`src/rtl/sdram_arb.sv`:
```
// Two-port (CPU read/write, video read-only) arbiter in front of an SDRAM controller.
// One transaction in flight; every issue is followed by a guard wait, a completion and a one-cycle gap.
module sdram_arb #(
  parameter int unsigned GUARD        = 2,
  parameter int unsigned VID_PRIORITY = 1
) (
  input  logic        clk,
  input  logic        reset_n,
  input  logic [24:0] cpu_addr,
  input  logic [15:0] cpu_din,
  input  logic [1:0]  cpu_wtbt,
  input  logic        cpu_we,
  input  logic        cpu_rd,
  output logic [15:0] cpu_dout,
  output logic        cpu_ack,
  input  logic [24:0] vid_addr,
  input  logic        vid_req,
  output logic [15:0] vid_dout,
  output logic        vid_ack,
  output logic [24:0] mem_addr,
  output logic [15:0] mem_din,
  output logic [1:0]  mem_wtbt,
  output logic        mem_we,
  output logic        mem_rd,
  input  logic [15:0] mem_dout,
  input  logic        mem_ready
);

  localparam int unsigned AW = 25;
  localparam int unsigned DW = 16;
  localparam int unsigned CW = 4;

  typedef enum logic [1:0] {IDLE, ISSUE, WAIT, GAP} state_t;

  state_t        state;
  logic [CW-1:0] guard_cnt;
  logic          grant_vid;
  logic          last_vid;
  logic          cpu_req_c;
  logic          grant_vid_c;

  // Arbitration: fixed video priority, or on a tie the port not served last
  always_comb begin
    cpu_req_c   = cpu_we | cpu_rd;
    grant_vid_c = 1'b0;
    if (VID_PRIORITY != 0) grant_vid_c = vid_req;
    else                   grant_vid_c = vid_req & (~cpu_req_c | ~last_vid);
  end

  always_ff @(posedge clk or negedge reset_n) begin
    if (!reset_n) begin
      state     <= IDLE;
      guard_cnt <= '0;
      grant_vid <= 1'b0;
      last_vid  <= 1'b0;
      mem_addr  <= '0;
      mem_din   <= '0;
      mem_wtbt  <= '0;
      mem_we    <= 1'b0;
      mem_rd    <= 1'b0;
      cpu_dout  <= '0;
      vid_dout  <= '0;
      cpu_ack   <= 1'b0;
      vid_ack   <= 1'b0;
    end else begin
      cpu_ack <= 1'b0;
      vid_ack <= 1'b0;
      case (state)
        IDLE: begin
          if (mem_ready && (vid_req || cpu_req_c)) begin
            grant_vid <= grant_vid_c;
            last_vid  <= grant_vid_c;
            guard_cnt <= CW'(GUARD);
            state     <= ISSUE;
            if (grant_vid_c) begin
              mem_addr <= vid_addr;
              mem_din  <= DW'(0);
              mem_wtbt <= 2'b00;
              mem_rd   <= 1'b1;
              mem_we   <= 1'b0;
            end else begin
              // A simultaneous write request overrides the read
              mem_addr <= AW'(cpu_addr);
              mem_din  <= cpu_din;
              mem_wtbt <= cpu_wtbt;
              mem_we   <= cpu_we;
              mem_rd   <= ~cpu_we;
            end
          end
        end
        ISSUE: begin
          guard_cnt <= guard_cnt - CW'(1);
          if (guard_cnt == CW'(1)) state <= WAIT;
        end
        WAIT: begin
          if (mem_ready) begin
            mem_rd <= 1'b0;
            mem_we <= 1'b0;
            state  <= GAP;
            if (grant_vid) begin
              vid_ack <= 1'b1;
              if (mem_rd) vid_dout <= mem_dout;
            end else begin
              cpu_ack <= 1'b1;
              if (mem_rd) cpu_dout <= mem_dout;
            end
          end
        end
        GAP:     state <= IDLE;
        default: state <= IDLE;
      endcase
    end
  end

endmodule

```
`config.mk`:
```
export PLATFORM = sky130hd
export DESIGN_NAME = sdram_arb
export DESIGN_NICKNAME = d
export VERILOG_FILES = /design/src/rtl/sdram_arb.sv
export SDC_FILE = /design/constraint.sdc
export NUM_CORES = 1
export LEC_CHECK = 0
export ABC_CLOCK_PERIOD_IN_PS = 2000
export BUFFER_PORTS_ARGS = -buffer_cell sky130_fd_sc_hd__buf_2
export CORE_MARGIN = 1
export CORE_UTILIZATION = 40
export DETAILED_ROUTE_END_ITERATION = 12
export GPL_TIMING_DRIVEN = 0
export HOLD_SLACK_MARGIN = 0.12
export PLACE_DENSITY = 0.75
export SKIP_CTS_REPAIR_TIMING = 1
export SKIP_LAST_GASP = 1
export SLEW_MARGIN = 15
export SYNTH_ARGS = -nofsm -noshare
export SYNTH_HDL_FRONTEND = slang
export SYNTH_SLANG_ARGS = --single-unit
```
`constraint.sdc`:
```
create_clock -name clk -period 2 [get_ports clk]
set_clock_uncertainty 0.05 [all_clocks]
set_input_delay 0.5 -clock clk [delete_from_list [all_inputs] [get_ports clk]]
set_output_delay 0.5 -clock clk [all_outputs]
set_load 0.1 [all_outputs]
```
# --- After elaboration in Yosys (flattened, before gate mapping) ---
# Cells that the tools add are included.
word_totals:
  wordCells: 56
  ff_bits: 86
  input_bits: 90
op_classes:
  n_eq_ne: 7
  n_reduce_logical: 11
  addsub: 1
  bitwise: 3
  mux: 22
ops:
  columns: ["cell", "n"]
  rows:
  - ["two-way mux 25 bit", 1]
  - ["two-way mux 16 bit", 1]
  - ["two-way mux 1 bit", 11]
  - ["two-way mux 2 bit", 4]
  - ["case mux 2 bit (4 select lines)", 1]
  - ["case mux 4 bit (2 select lines)", 1]
  - ["AND reduction 4 bit", 2]
  - ["!= test 2 bit (second input constant)", 3]
  - ["AND reduction 3 bit", 2]
  - ["equality test 2 bit (second input constant)", 2]
  - ["equality test 4 x 1 -> 1 bit (second input constant)", 1]
  - ["two-way mux 4 bit", 1]
  - ["case mux 1 bit (2 select lines)", 2]
  - ["AND reduction 2 bit", 2]
  - ["nonzero test 2 bit", 2]
  - ["subtractor 4 x 1 -> 4 bit (second input constant)", 1]
  - ["equality test 2 x 1 -> 1 bit (second input constant)", 1]
  - ["logical NOT 2 bit", 1]
  - ["inverter 1 bit", 2]
  - ["logical AND 1 bit", 1]
  - ["logical OR 1 bit", 1]
  - ["bitwise OR 1 bit", 1]

# --- Logic depth before layout (Yosys ltp) ---
depth:
  word_depth: 5
  ltp_mapped: 7
  mapped_depth_nobuf: 6

# --- Least setup slack after synthesis ---
# Ideal clock, no wire load.
synth_path:
  kind: "register -> register"
  startpoint: "register mem_rd"
  endpoint: "register cpu_dout[10]"
  t_arrival_ns: 1.667
  required_ns: 1.824
  stages_incl_launch_ff: 4
  setup_time_ns: 0.126
  period_less_slack_ns: 1.842
  setup_slack_ns: 0.158
  path_cell_list: "dfrtp_1 > nand2_2 > buf_6 > mux2_2"
synth_via:
  elab_chain_len: 1
synth_lines:
  columns: ["item", "line_no", "rtl"]
  rows:
  - ["start, declared", "24", "output logic mem_rd,"]
  - ["start signal, assigned", "87", "mem_rd <= ~cpu_we;"]
  - ["AND reduction 4 bit (no line)", null, null]
  - ["end signal, assigned", "105", "if (mem_rd) cpu_dout <= mem_dout;"]
  - ["end, declared", "14", "output logic [15:0] cpu_dout,"]
# No other way between the ends.
# A chain may end at the register's enable or synchronous reset.

# --- Worst setup path in the final report ---
layout_path:
  startpoint: "register state[0]"
  endpoint: "register vid_dout[10]"
layout_via:
  elab_chain_len: 2
layout_lines:
  columns: ["item", "line_no", "rtl"]
  rows:
  - ["start, declared", "35", "state_t state;"]
  - ["start signal, assigned", "52", "state <= IDLE;"]
  - ["start signal, assigned", "74", "state <= ISSUE;"]
  - ["start signal, assigned", "93", "if (guard_cnt == CW'(1)) state <= WAIT;"]
  - ["equality test 2 bit", "68", "case (state)"]
  - ["AND reduction 4 bit (no line)", null, null]
  - ["end signal, assigned", "102", "if (mem_rd) vid_dout <= mem_dout;"]
  - ["end, declared", "18", "output logic [15:0] vid_dout,"]
# No other way between the ends.

==> flow_summary.yaml <==
detailed_routing:
  vias: 2969
  viasPerCell: 4.875
  post_drt_wl_per_cell_um: 14.31
  drt_wl_total_mm: 8.715
  drtIter0Drc: 75
  drtPass1Iterations: 4
  antenna_left: 0
  drc_errors: 0
timing:
  setup_viol: 0
  post-route-period-util_pct: 90.62
  rsz0062_at_grt: "false"
  fin_setup_tns_ns: 0
  min_period_ns: 1.812
  final-hold-violation-count: 0
  slew_headroom_pct: 59.39
  worst_slew_pin_slew_ns: 0.6092
  fmax_mhz: 551.8
  drv_slew: 0
grt:
  antenna_found_initial: 0
  grt_max_degree: 49
  grt.total_usage_pct: 19.52
  overflow: 0
  grt_first_pass_wirelength_mm: 14.72
  first_global_vias: 3080
placed_design:
  portBuffers: 168
  place_congestion: 0.8023
  hpwl_mm: 6.621
  place_area_um2: 4647
clock_tree:
  cts_tree: "done"
  cts_inserted_buffers: 9
  clock-sinks: 86
  worstSkewPairLatency_ns: 0.35
  cts.clk_slew.worst_paths_ns: 0.09
  clockBufferDepth: 2
  root_buffer: "clkbuf_8"
  cts.htree.levels: 3
finish:
  post-route-util_pct: 55.28
  mostFrequentLayoutCells: "173 x buf_2, 86 x dfrtp_1, 67 x nand2_1"
  fin_nets: 592
  final_area_um2: 4845
  area_delta_synth_final_pct: 32.78
  drive_gt1_share_pct: 46.71
  n_antenna_cell: 0
  layout_commonest_cell: "buf_2"
floorplanning:
  rows: 34
  die_area_um2: 9507
  pin_count: 169
  die_w_um: 97.51
  start_util_pct: 41.63
  coreArea_um2: 8763
  chipHeight_um: 97.51
synth:
  seq_area_frac_synth_pct: 58.98
  ys_async_sr_fraction_pct: 100.0
  syn_area_um2: 3648
  yosys_warnings: 0
  ys.flop_type: "dfrtp_1"
  ys_seq_elements: 86
  syn_avg_cell_area_um2: 11.55
  synth_nets: 412
  synthCells: 316
  synth.largest_area_cell: "dfrtp_1"
  synth_cell_type_count: 29
  synth-edff-count: 0
  synth_top_area_share_pct: 58.98
  synthTopCellsByArea: "dfrtp_1 59%, mux2_2 10%, o21ai_0 7.1%, nand2_1 6.9%, mux2i_1 6.9%"
worst_setup_path:
  critPathArrivalTime_ns: 2.00
  cp.required_ns: 2.19
  setup.worst_path.end_class: "register"
  path_class: "register to register"
  critPathMaxFanout: 10
  startpoint_type: "register"
worst_hold_path:
  min_path_type: "input pin to asynchronous set/reset pin"
run:
  max_cap_viol_count: 0
outcome:
  outcome: "finished, final reports clean"
## Yosys cell counts, types with 3 or more instances
master,count
inv_1,6
ha_1,6
dfrtp_1,86
mux2i_1,25
clkbuf_1,5
buf_2,6
mux2_2,34
o21ai_0,52
buf_6,3
nand2_1,67
## through the flow
step	worst slack (ns)	std cells	hold slack, ns
floorplan	0.1576	316	0.1544
global placement	-0.3377	592	0.4082
detailed placement	0.004886	593	0.4146
CTS	0.1691	609	0.1182
global route	0.02405	609	0.1525
finish	0.1877	609	0.1109
## state kept, by name, indices dropped and copies added (netlist names)
register / cells
mem_wtbt: 2
guard_cnt: 4
mem_rd: 1
grant_vid: 1
mem_din: 16
vid_ack: 1
cpu_ack: 1
mem_addr: 25
state: 2
vid_dout: 16
cpu_dout: 16
mem_we: 1
## critical path: stages (launching register included)
cell	delay [ns]
dfrtp_1	0.35
inv_1	0.08
ha_1	0.29
and3_2	0.22
nand2_2	0.18
buf_6	0.19
mux2_2	0.35
## final cells by class
cell class	count	area, um^2
Sequential cell	86	2152
Multi-Input combinational cell	207	1376
Buffer	17	97.59
Fill cell	791	3919
Clock inverter	7	73.82
Clock buffer	9	123.9
Inverter	6	22.52
Tap cell	108	135.1
Timing Repair Buffer	169	863.3
## layer usage
layer | routed length [um] | track usage, % | share of wire, % | up-vias
met2 | 4314 | 33.35 | 50 | 120
met4 | 152 | 6.900 | 1.7 | 0
met3 | 573 | 5.036 | 6.6 | 13
met1 | 3675 | 23.79 | 42 | 1398
met5 | 0 | 0 | 0 | -
li1 | - | - | - | 1438
## worst paths after layout
check	start	endpoint	slack, ns	cells after the start
worst max register to register	state[0]	vid_dout[10]	0.19	6
worst min register to register	mem_addr[1]	mem_addr[1]	0.43	2
worst max-delay path	state[0]	vid_dout[10]	0.19	6
min in group clk	cpu_din[15]	mem_din[15]	0.33	3
worst min-delay path	reset_n	vid_dout[1]	0.11	1
max in group asynchronous	reset_n	mem_wtbt[1]	1.17	2
## logic make-up (layout without fill, tap and decap cells)
| group | Yosys count | in the layout | synth area share, % |
|---|---|---|---|
| compound gates | 59 | 59 | 8.539 |
| fa+ha+maj | 6 | 6 | 2.058 |
| buf+inv | 23 | 208 | 3.292 |
| flops | 86 | 86 | 58.98 |
| mux | 59 | 59 | 17.35 |
| simple gates | 83 | 83 | 9.774 |
Power is not shown: default switching activity piles up to over one toggle a cycle in this logic, so the estimate is an artifact.
